### src/rtl/adc_rd_pkg.sv
`default_nettype none
// +-----------------------------------------------------------------------+
// | adc_rd_pkg : shared state encoding and default sizes for adc_readout  |
// | Revision   : 1.0                                                      |
// +-----------------------------------------------------------------------+
package adc_rd_pkg;

  typedef enum logic [1:0] {
    IDLE    = 2'd0,
    WAIT_HI = 2'd1,
    WAIT_LO = 2'd2,
    READ    = 2'd3
  } adc_state_t;

  localparam int ADC_DATA_W    = 8;
  localparam int ADC_RD_CYCLES = 3;
  localparam int ADC_TIMEOUT   = 63;

endpackage
`default_nettype wire

### src/rtl/bit_sync.sv
`default_nettype none
// +-----------------------------------------------------------------------+
// | bit_sync : STAGES-deep single-bit synchronizer, async reset to 0      |
// | Revision : 1.0                                                        |
// +-----------------------------------------------------------------------+
module bit_sync #(
  parameter int STAGES = 2
) (
  input  logic clk,
  input  logic rst,
  input  logic d,
  output logic q
);

  logic [STAGES-1:0] r_sync;

  always_ff @(posedge clk or posedge rst) begin
    if (rst) begin
      r_sync <= '0;
    end else begin
      r_sync <= {r_sync[STAGES-2:0], d};
    end
  end

  assign q = r_sync[STAGES-1];

endmodule
`default_nettype wire

### src/rtl/adc_readout.sv
`default_nettype none
// +-----------------------------------------------------------------------+
// | adc_readout : BUSY-handshake parallel ADC reader with CS/RD strobes   |
// | Revision    : 1.0                                                     |
// +-----------------------------------------------------------------------+
module adc_readout
  import adc_rd_pkg::*;
#(
  parameter int DATA_W      = ADC_DATA_W,
  parameter int RD_CYCLES   = ADC_RD_CYCLES,
  parameter int TIMEOUT     = ADC_TIMEOUT,
  parameter int SYNC_STAGES = 2
) (
  input  logic              clk,
  input  logic              rst,
  input  logic              convst_bar,
  input  logic              adc_busy,
  input  logic [DATA_W-1:0] adc_data,
  output logic              adc_cs_n,
  output logic              adc_rd_n,
  output logic [DATA_W-1:0] sample,
  output logic              sample_valid,
  output logic              timeout_err,
  output logic              overrun
);

  localparam int TW = $clog2(TIMEOUT + 1);

  adc_state_t  r_state;
  adc_state_t  w_state_nxt;
  logic        r_convst_q;
  logic [TW-1:0] r_tcnt;
  logic [TW-1:0] w_tcnt_nxt;
  logic [3:0]  r_rcnt;
  logic [3:0]  w_rcnt_nxt;
  logic        w_busy_s;
  logic        w_start;
  logic        w_done;
  logic        w_timeout;
  logic        w_overrun;

  bit_sync #(
    .STAGES(SYNC_STAGES)
  ) u_busy_sync (
    .clk(clk),
    .rst(rst),
    .d  (adc_busy),
    .q  (w_busy_s)
  );

  assign w_start = !convst_bar && r_convst_q;

  always_comb begin
    w_state_nxt = r_state;
    w_tcnt_nxt  = r_tcnt;
    w_rcnt_nxt  = r_rcnt;
    w_done      = 1'b0;
    w_timeout   = 1'b0;
    // A start seen anywhere but IDLE, including READ's final cycle, is dropped.
    w_overrun   = w_start && (r_state != IDLE);
    case (r_state)
      IDLE: begin
        if (w_start) begin
          w_state_nxt = WAIT_HI;
          w_tcnt_nxt  = '0;
        end
      end
      WAIT_HI: begin
        if (w_busy_s) begin
          w_state_nxt = WAIT_LO;
          w_tcnt_nxt  = '0;
        end else if (r_tcnt == TW'(TIMEOUT - 1)) begin
          w_state_nxt = IDLE;
          w_timeout   = 1'b1;
        end else begin
          w_tcnt_nxt  = r_tcnt + TW'(1);
        end
      end
      WAIT_LO: begin
        if (!w_busy_s) begin
          w_state_nxt = READ;
          w_rcnt_nxt  = '0;
        end else if (r_tcnt == TW'(TIMEOUT - 1)) begin
          w_state_nxt = IDLE;
          w_timeout   = 1'b1;
        end else begin
          w_tcnt_nxt  = r_tcnt + TW'(1);
        end
      end
      READ: begin
        if (r_rcnt == 4'(RD_CYCLES - 1)) begin
          w_state_nxt = IDLE;
          w_done      = 1'b1;
        end else begin
          w_rcnt_nxt  = r_rcnt + 4'd1;
        end
      end
      default: w_state_nxt = IDLE;
    endcase
  end

  // CS/RD decode from the next state so the strobes are glitch-free flops.
  always_ff @(posedge clk or posedge rst) begin
    if (rst) begin
      r_state      <= IDLE;
      r_convst_q   <= 1'b1;
      r_tcnt       <= '0;
      r_rcnt       <= '0;
      adc_cs_n     <= 1'b1;
      adc_rd_n     <= 1'b1;
      sample       <= '0;
      sample_valid <= 1'b0;
      timeout_err  <= 1'b0;
      overrun      <= 1'b0;
    end else begin
      r_state      <= w_state_nxt;
      r_convst_q   <= convst_bar;
      r_tcnt       <= w_tcnt_nxt;
      r_rcnt       <= w_rcnt_nxt;
      adc_cs_n     <= (w_state_nxt != READ);
      adc_rd_n     <= (w_state_nxt != READ);
      if (w_done) begin
        sample <= adc_data;
      end
      sample_valid <= w_done;
      timeout_err  <= w_timeout;
      overrun      <= w_overrun;
    end
  end

endmodule
`default_nettype wire

### config.mk
export PLATFORM = sky130hd
export DESIGN_NAME = adc_readout
export DESIGN_NICKNAME = d
export VERILOG_FILES = /design/src/rtl/adc_rd_pkg.sv /design/src/rtl/bit_sync.sv /design/src/rtl/adc_readout.sv
export SDC_FILE = /design/constraint.sdc
export NUM_CORES = 1
export LEC_CHECK = 0
export ABC_AREA = 1
export CORE_ASPECT_RATIO = 0.75
export CORE_MARGIN = 5
export CORE_UTILIZATION = 50
export CTS_CLUSTER_SIZE = 20
export DETAILED_ROUTE_END_ITERATION = 12
export PLACE_DENSITY = 0.88
export SYNTH_ARGS = -nofsm -noshare
export SYNTH_HDL_FRONTEND = slang
export SYNTH_SLANG_ARGS = --single-unit
### constraint.sdc
create_clock -name clk -period 4.1 [get_ports clk]
set_input_delay 0.41 -clock clk [delete_from_list [all_inputs] [get_ports clk]]
set_output_delay 0.41 -clock clk [all_outputs]
set_load 0.05 [all_outputs]
Yosys cells after proc, flatten, opt, wreduce, memory -nomap -nowiden --
Cells that the tools add are included.
Storage, ports and cells: output and inout port bits 13, ROM bits 0, register bits after elaboration 27, bits in writable memories 0, memories 0, latch bits 0
Cells by class: divide/modulo/power cells 0, $lt $le $gt $ge 0, add/subtract/negate cells 2, equal/unequal tests 10, $mul 0, bitwise logic cells 0, muxes and demuxes 20, reduce and logical (&&, ||, !) cells 9, shift operators 0
Operators by type and width (number):
- two-way mux 6 bit | 4
- one-hot mux 6 bit (3 select lines) | 1
- two-way mux 2 bit | 5
- two-way mux 4 bit | 2
- != test 2 bit (second input constant) | 4
- one-hot mux 2 bit (4 select lines) | 1
- one-hot mux 4 bit (2 select lines) | 1
- adder 6 x 1 -> 6 bit (second input constant) | 1
- equality test 6 bit (second input constant) | 1
- AND reduction 3 bit | 2
- two-way mux 1 bit | 5
- adder 4 x 1 -> 4 bit (second input constant) | 1
- equality test 2 bit (second input constant) | 2
- equality test 4 x 2 -> 1 bit (second input constant) | 1
- nonzero test 2 bit | 2
- nonzero test 3 bit | 1
- equality test 2 x 1 -> 1 bit (second input constant) | 1
- logical AND 1 bit | 2
- logical NOT 2 bit | 1
- != test 2 x 1 -> 1 bit (second input constant) | 1
- one-hot mux 1 bit (2 select lines) | 1
- logical NOT 1 bit | 1

Logic depth before layout (Yosys ltp) --
depth in word-level cells 5, depth in mapped cells 10, depth with buffers taken out 10

Cells and area by module --
A second synthesis with hierarchy kept.
Second synthesis, totals: cells, all modules 152, area total of the unflattened synthesis 1348.8 µm²
Modules (own cells, without submodules):
- adc_readout | area an instance 1295.0 µm², times used 1, seq. area each 628.1 µm², cells an instance 149
- bit_sync | area an instance 53.8 µm², times used 1, seq. area each 50.0 µm², cells an instance 3

Least setup slack after synthesis --
No wires, ideal clock.
kind register to register, start point register r_state[1], end point register r_tcnt[4], clock period less this slack 1.340 ns, stages on the path, launching flop included 10, data required time 3.976 ns, buffers on the path 0, path slack 2.760 ns, library setup time 0.124 ns, arrival time 1.216 ns, cell sequence dfrtp_1 > inv_1 > ha_1 > inv_1 > nor2_1 > or2_1 > nand2_2 > nor2_4 > o211ai_1 > nand2_1
On the way: word-level cells in the longest chain between the ends 3
Ends and longest elaborated chain:
- from (decl) | RTL line adc_readout.sv:29 | adc_state_t r_state;
- from (signal assigned) | RTL line adc_readout.sv:116 | r_state <= w_state_nxt;
- equality test 2 bit, or another cell as far along | RTL line adc_readout.sv:61 | case (r_state)
- != test 2 x 1 -> 1 bit (no line), or another cell as far along
- AND reduction 3 bit (no line)
- to (signal assigned) | RTL line adc_readout.sv:118 | r_tcnt <= w_tcnt_nxt;
- to (decl) | RTL line adc_readout.sv:32 | logic [TW-1:0] r_tcnt;
Several ways; a longest one is shown, not always the timed one. A chain may end at the register's enable or synchronous reset.

Worst setup path in the final report --
start point register adc_rd_n, end point output adc_rd_n
RTL lines:
- from (decl) | RTL line adc_readout.sv:20 | output logic adc_rd_n,
- from (signal assigned) | RTL line adc_readout.sv:121 | adc_rd_n <= (w_state_nxt != READ);
No word-level cell between the ends.

==> run summary <==
Result of the run: complete, no violations
# fillers: 208
Start point of the critical path: adc_rd_n
Number of iterations in the first detailed-routing pass: 4
Unrepaired setup endpoints after global routing: no
Synth area leaders: sky130_fd_sc_hd__dfrtp_1, sky130_fd_sc_hd__nand2_1, sky130_fd_sc_hd__ha_1
Number of global-route vias before repair: 1067
Pin count of the biggest net entering global routing: 28
Clock edge transition at the registers on the reported setup and hold paths: 0.13 ns
Core footprint: 0.00260 sq mm
Layout overhead on the synthesized area: 22.4%
Library cell occupying the most area in the post-synthesis netlist: sky130_fd_sc_hd__dfrtp_1
Slowest-stage cell, CP: sky130_fd_sc_hd__clkdlybuf4s50_1
Total number of yosys warnings: 0
RR Startpoint: r_state[1]
Total routed wirelength: 2640 um
Number of sinks handled by clock tree synthesis: 27
Maximum single-stage delay on the critical path: 0.79 ns
Slack of the worst reg-to-reg path: 2.52 ns
Number of antenna repair diodes: 0
Die area: 0.00387 sq mm
Antenna violations before repair: 0
Die boundary height: 55.2 um
Final period demand of the worst path: 2.07 ns
Fraction of final layout cells with drive strength greater than 1: 12.6%
GR Overflow Total: 0
HP Class: register to register
R2r endpoint: r_tcnt[0]
Port Buf Inserts: 24
Peak supply drop: 466 uV
Maximum Capacitance Violations: 0
Final setup skew: 0.00227 ns
Clock latency reported for the late side of the worst-skew pair: 0.32 ns
Per-cell via count in the routed design: 4.89
Clock tree from TritonCTS: built
Category of the critical setup timing path: register to primary output
Deepest level of the CTS H-tree: 1
Fraction of the yosys area taken by sequential cells: 49.9%
GPL Wtd Cong: 0.803
Worst-margin pin slew: 0.960 ns
Required time of the worst setup path: 3.69 ns
Distinct cells, synth: 29
Total setup buffers inserted after CTS: 0
Final sum of negative setup slack: 0 ns
Worst setup path end: adc_rd_n
TritonCTS Buffers: 3
Family of cells with the greatest summed delay on the critical path: buffers and inverters
Reg2reg path depth: 9
Total routing resource utilization after global routing: 16.0%
Total DRC errors in the routed layout: 0
Combined area of all synthesized cells: 0.00136 sq mm
Reg area: 678 sq um
Number of instances in the synthesized netlist: 155
Number of cells on the critical path: 1
Total setup violations reported at the end of the flow: 0
Cell-by-cell trace of the critical path: clkdlybuf4s50_1
1st-iter DRT viols: 74
Share of the synthesized area in the top cell type: 46.0%
Count of boundary I/O pins: 25
Hold slack: 0.365 ns
Count of hold-fix buffers inserted at cts: 0
Initial standard-cell utilization of the core: 52.3%
Share of the clock period used by the worst path after layout: 50.5%
CTS Root Buffer Type: sky130_fd_sc_hd__clkbuf_4
Number of nets in the final layout: 203
Number of buffer and inverter instances along the worst setup path: 1
Power density over cell area: 655 mW/mm^2
Mean routed wirelength per cell: 12.1 um
Total count of hold-check failures in the final report: 0
Crit Path Max Fanout: 2
Fmax: 483 MHz
Rows: 16
Post-Syn Area per Cell: 8.77 sq um
Die width: 70.2 um
Post-detail-place hpwl: 2080 um
Data arrival time of the critical path: 1.66 ns
Antenna Nets Post-Route: 0
Leak: 0.817 nW
Via count: 1066
Kind of start point of the critical path: register
Crit end category: primary output
Syn Nets: 175
Max-slew violations: 0
Tightest slew margin relative to the limit: 35.9%
Register bit total from synthesis: 27
Multi-input gate area in the final layout: 603 sq um
Number of buffers on the longest clock path: 2
Wire length of the first global-routing pass: 4720 um
Number of resized instances in the post-cts repair step: 0
## layer usage
layer	part of all wire [%]	vias up	track usage, %
li1	-	542	-
met1	45	487	18.5
met2	47	33	28.1
met3	7.3	4	6.14
met4	0.95	0	4.78
met5	0	-	0
## where the power goes
group	internal (mW)	switching [mW]	total [mW]	leakage (nW)
sequential	0.339	0.0526	0.392	0.343
clock	0.0381	0.0725	0.111	0.0150
combinational	0.195	0.393	0.588	0.459
total	0.572	0.518	1.09	0.817
## placed cells by master, fill, tap and decap left out, drive strengths merged, types with 2 or more instances in the layout
master and count:
a21oi 5, clkbuf 4, clkdlybuf4s50 24, dfrtp 25
dfstp 2, ha 8, inv 18, nand2 56
nand3 8, nor2 12, o21ai 8, o31ai 4
## cells by family after synthesis
group | share of synthesized area, %
AND/OR/NAND/NOR | 26.5
flip-flops | 49.9
AO/OA/AOI/OAI | 9.20
buffers and inverters | 5.80
adder cells (fa/ha/maj) | 7.36
XOR/XNOR | 1.29
## cell usage after synthesis, drive strengths merged
library cell	count
a21oi	5
a31oi	1
buf	1
clkinv	1
dfrtp	25
dfstp	2
ha	8
inv	18
nand2	56
nand3	8
nand4	1
nor2	12
o211ai	1
o21ai	8
o21bai	1
o31ai	4
or2	1
xnor2	1
xor2	1
## sequential cells by signal (all words and copies together) (netlist names)
| signal | flops |
|---|---|
| sample_valid | 1 |
| u_busy_sync.r_sync | 2 |
| adc_rd_n | 1 |
| r_state | 2 |
| overrun | 1 |
| r_convst_q | 1 |
| r_tcnt | 6 |
| sample | 8 |
| timeout_err | 1 |
| r_rcnt | 4 |
## final cells by class
type                            instances  share of cell area, %
Tap cell                               36                   2.71
Timing Repair Buffer                   24                   14.4
Clock buffer                            4                   1.58
Inverter                               19                   4.29
Sequential cell                        27                   40.8
Multi-Input combinational cell        108                   36.2
## stage by stage
step	util [%]	instances	worst slack [ns]	power, mW	cell area (sq um)
floorplan	-	155	2.76	0.812	1360
global placement	62.9	214	2.39	0.955	1640
detailed placement	62.9	214	2.38	0.983	1640
CTS	63.9	218	2.01	1.09	1660
global route	63.9	218	1.97	1.17	1660
finish	63.9	218	2.03	1.09	1660
## how the worst min path moves through the flow
stage	start	to	slack, ns	cells past startpoint
3_5_place_dp	u_busy_sync.r_sync[0]	u_busy_sync.r_sync[1]	0.33	0
2_1_floorplan	u_busy_sync.r_sync[0]	u_busy_sync.r_sync[1]	0.33	0
4_1_cts	u_busy_sync.r_sync[0]	u_busy_sync.r_sync[1]	0.36	0
5_1_grt	u_busy_sync.r_sync[0]	u_busy_sync.r_sync[1]	0.37	0
3_3_place_gp	u_busy_sync.r_sync[0]	u_busy_sync.r_sync[1]	0.33	0
6_report	u_busy_sync.r_sync[0]	u_busy_sync.r_sync[1]	0.36	0
(Power assumes the default switching activity.)
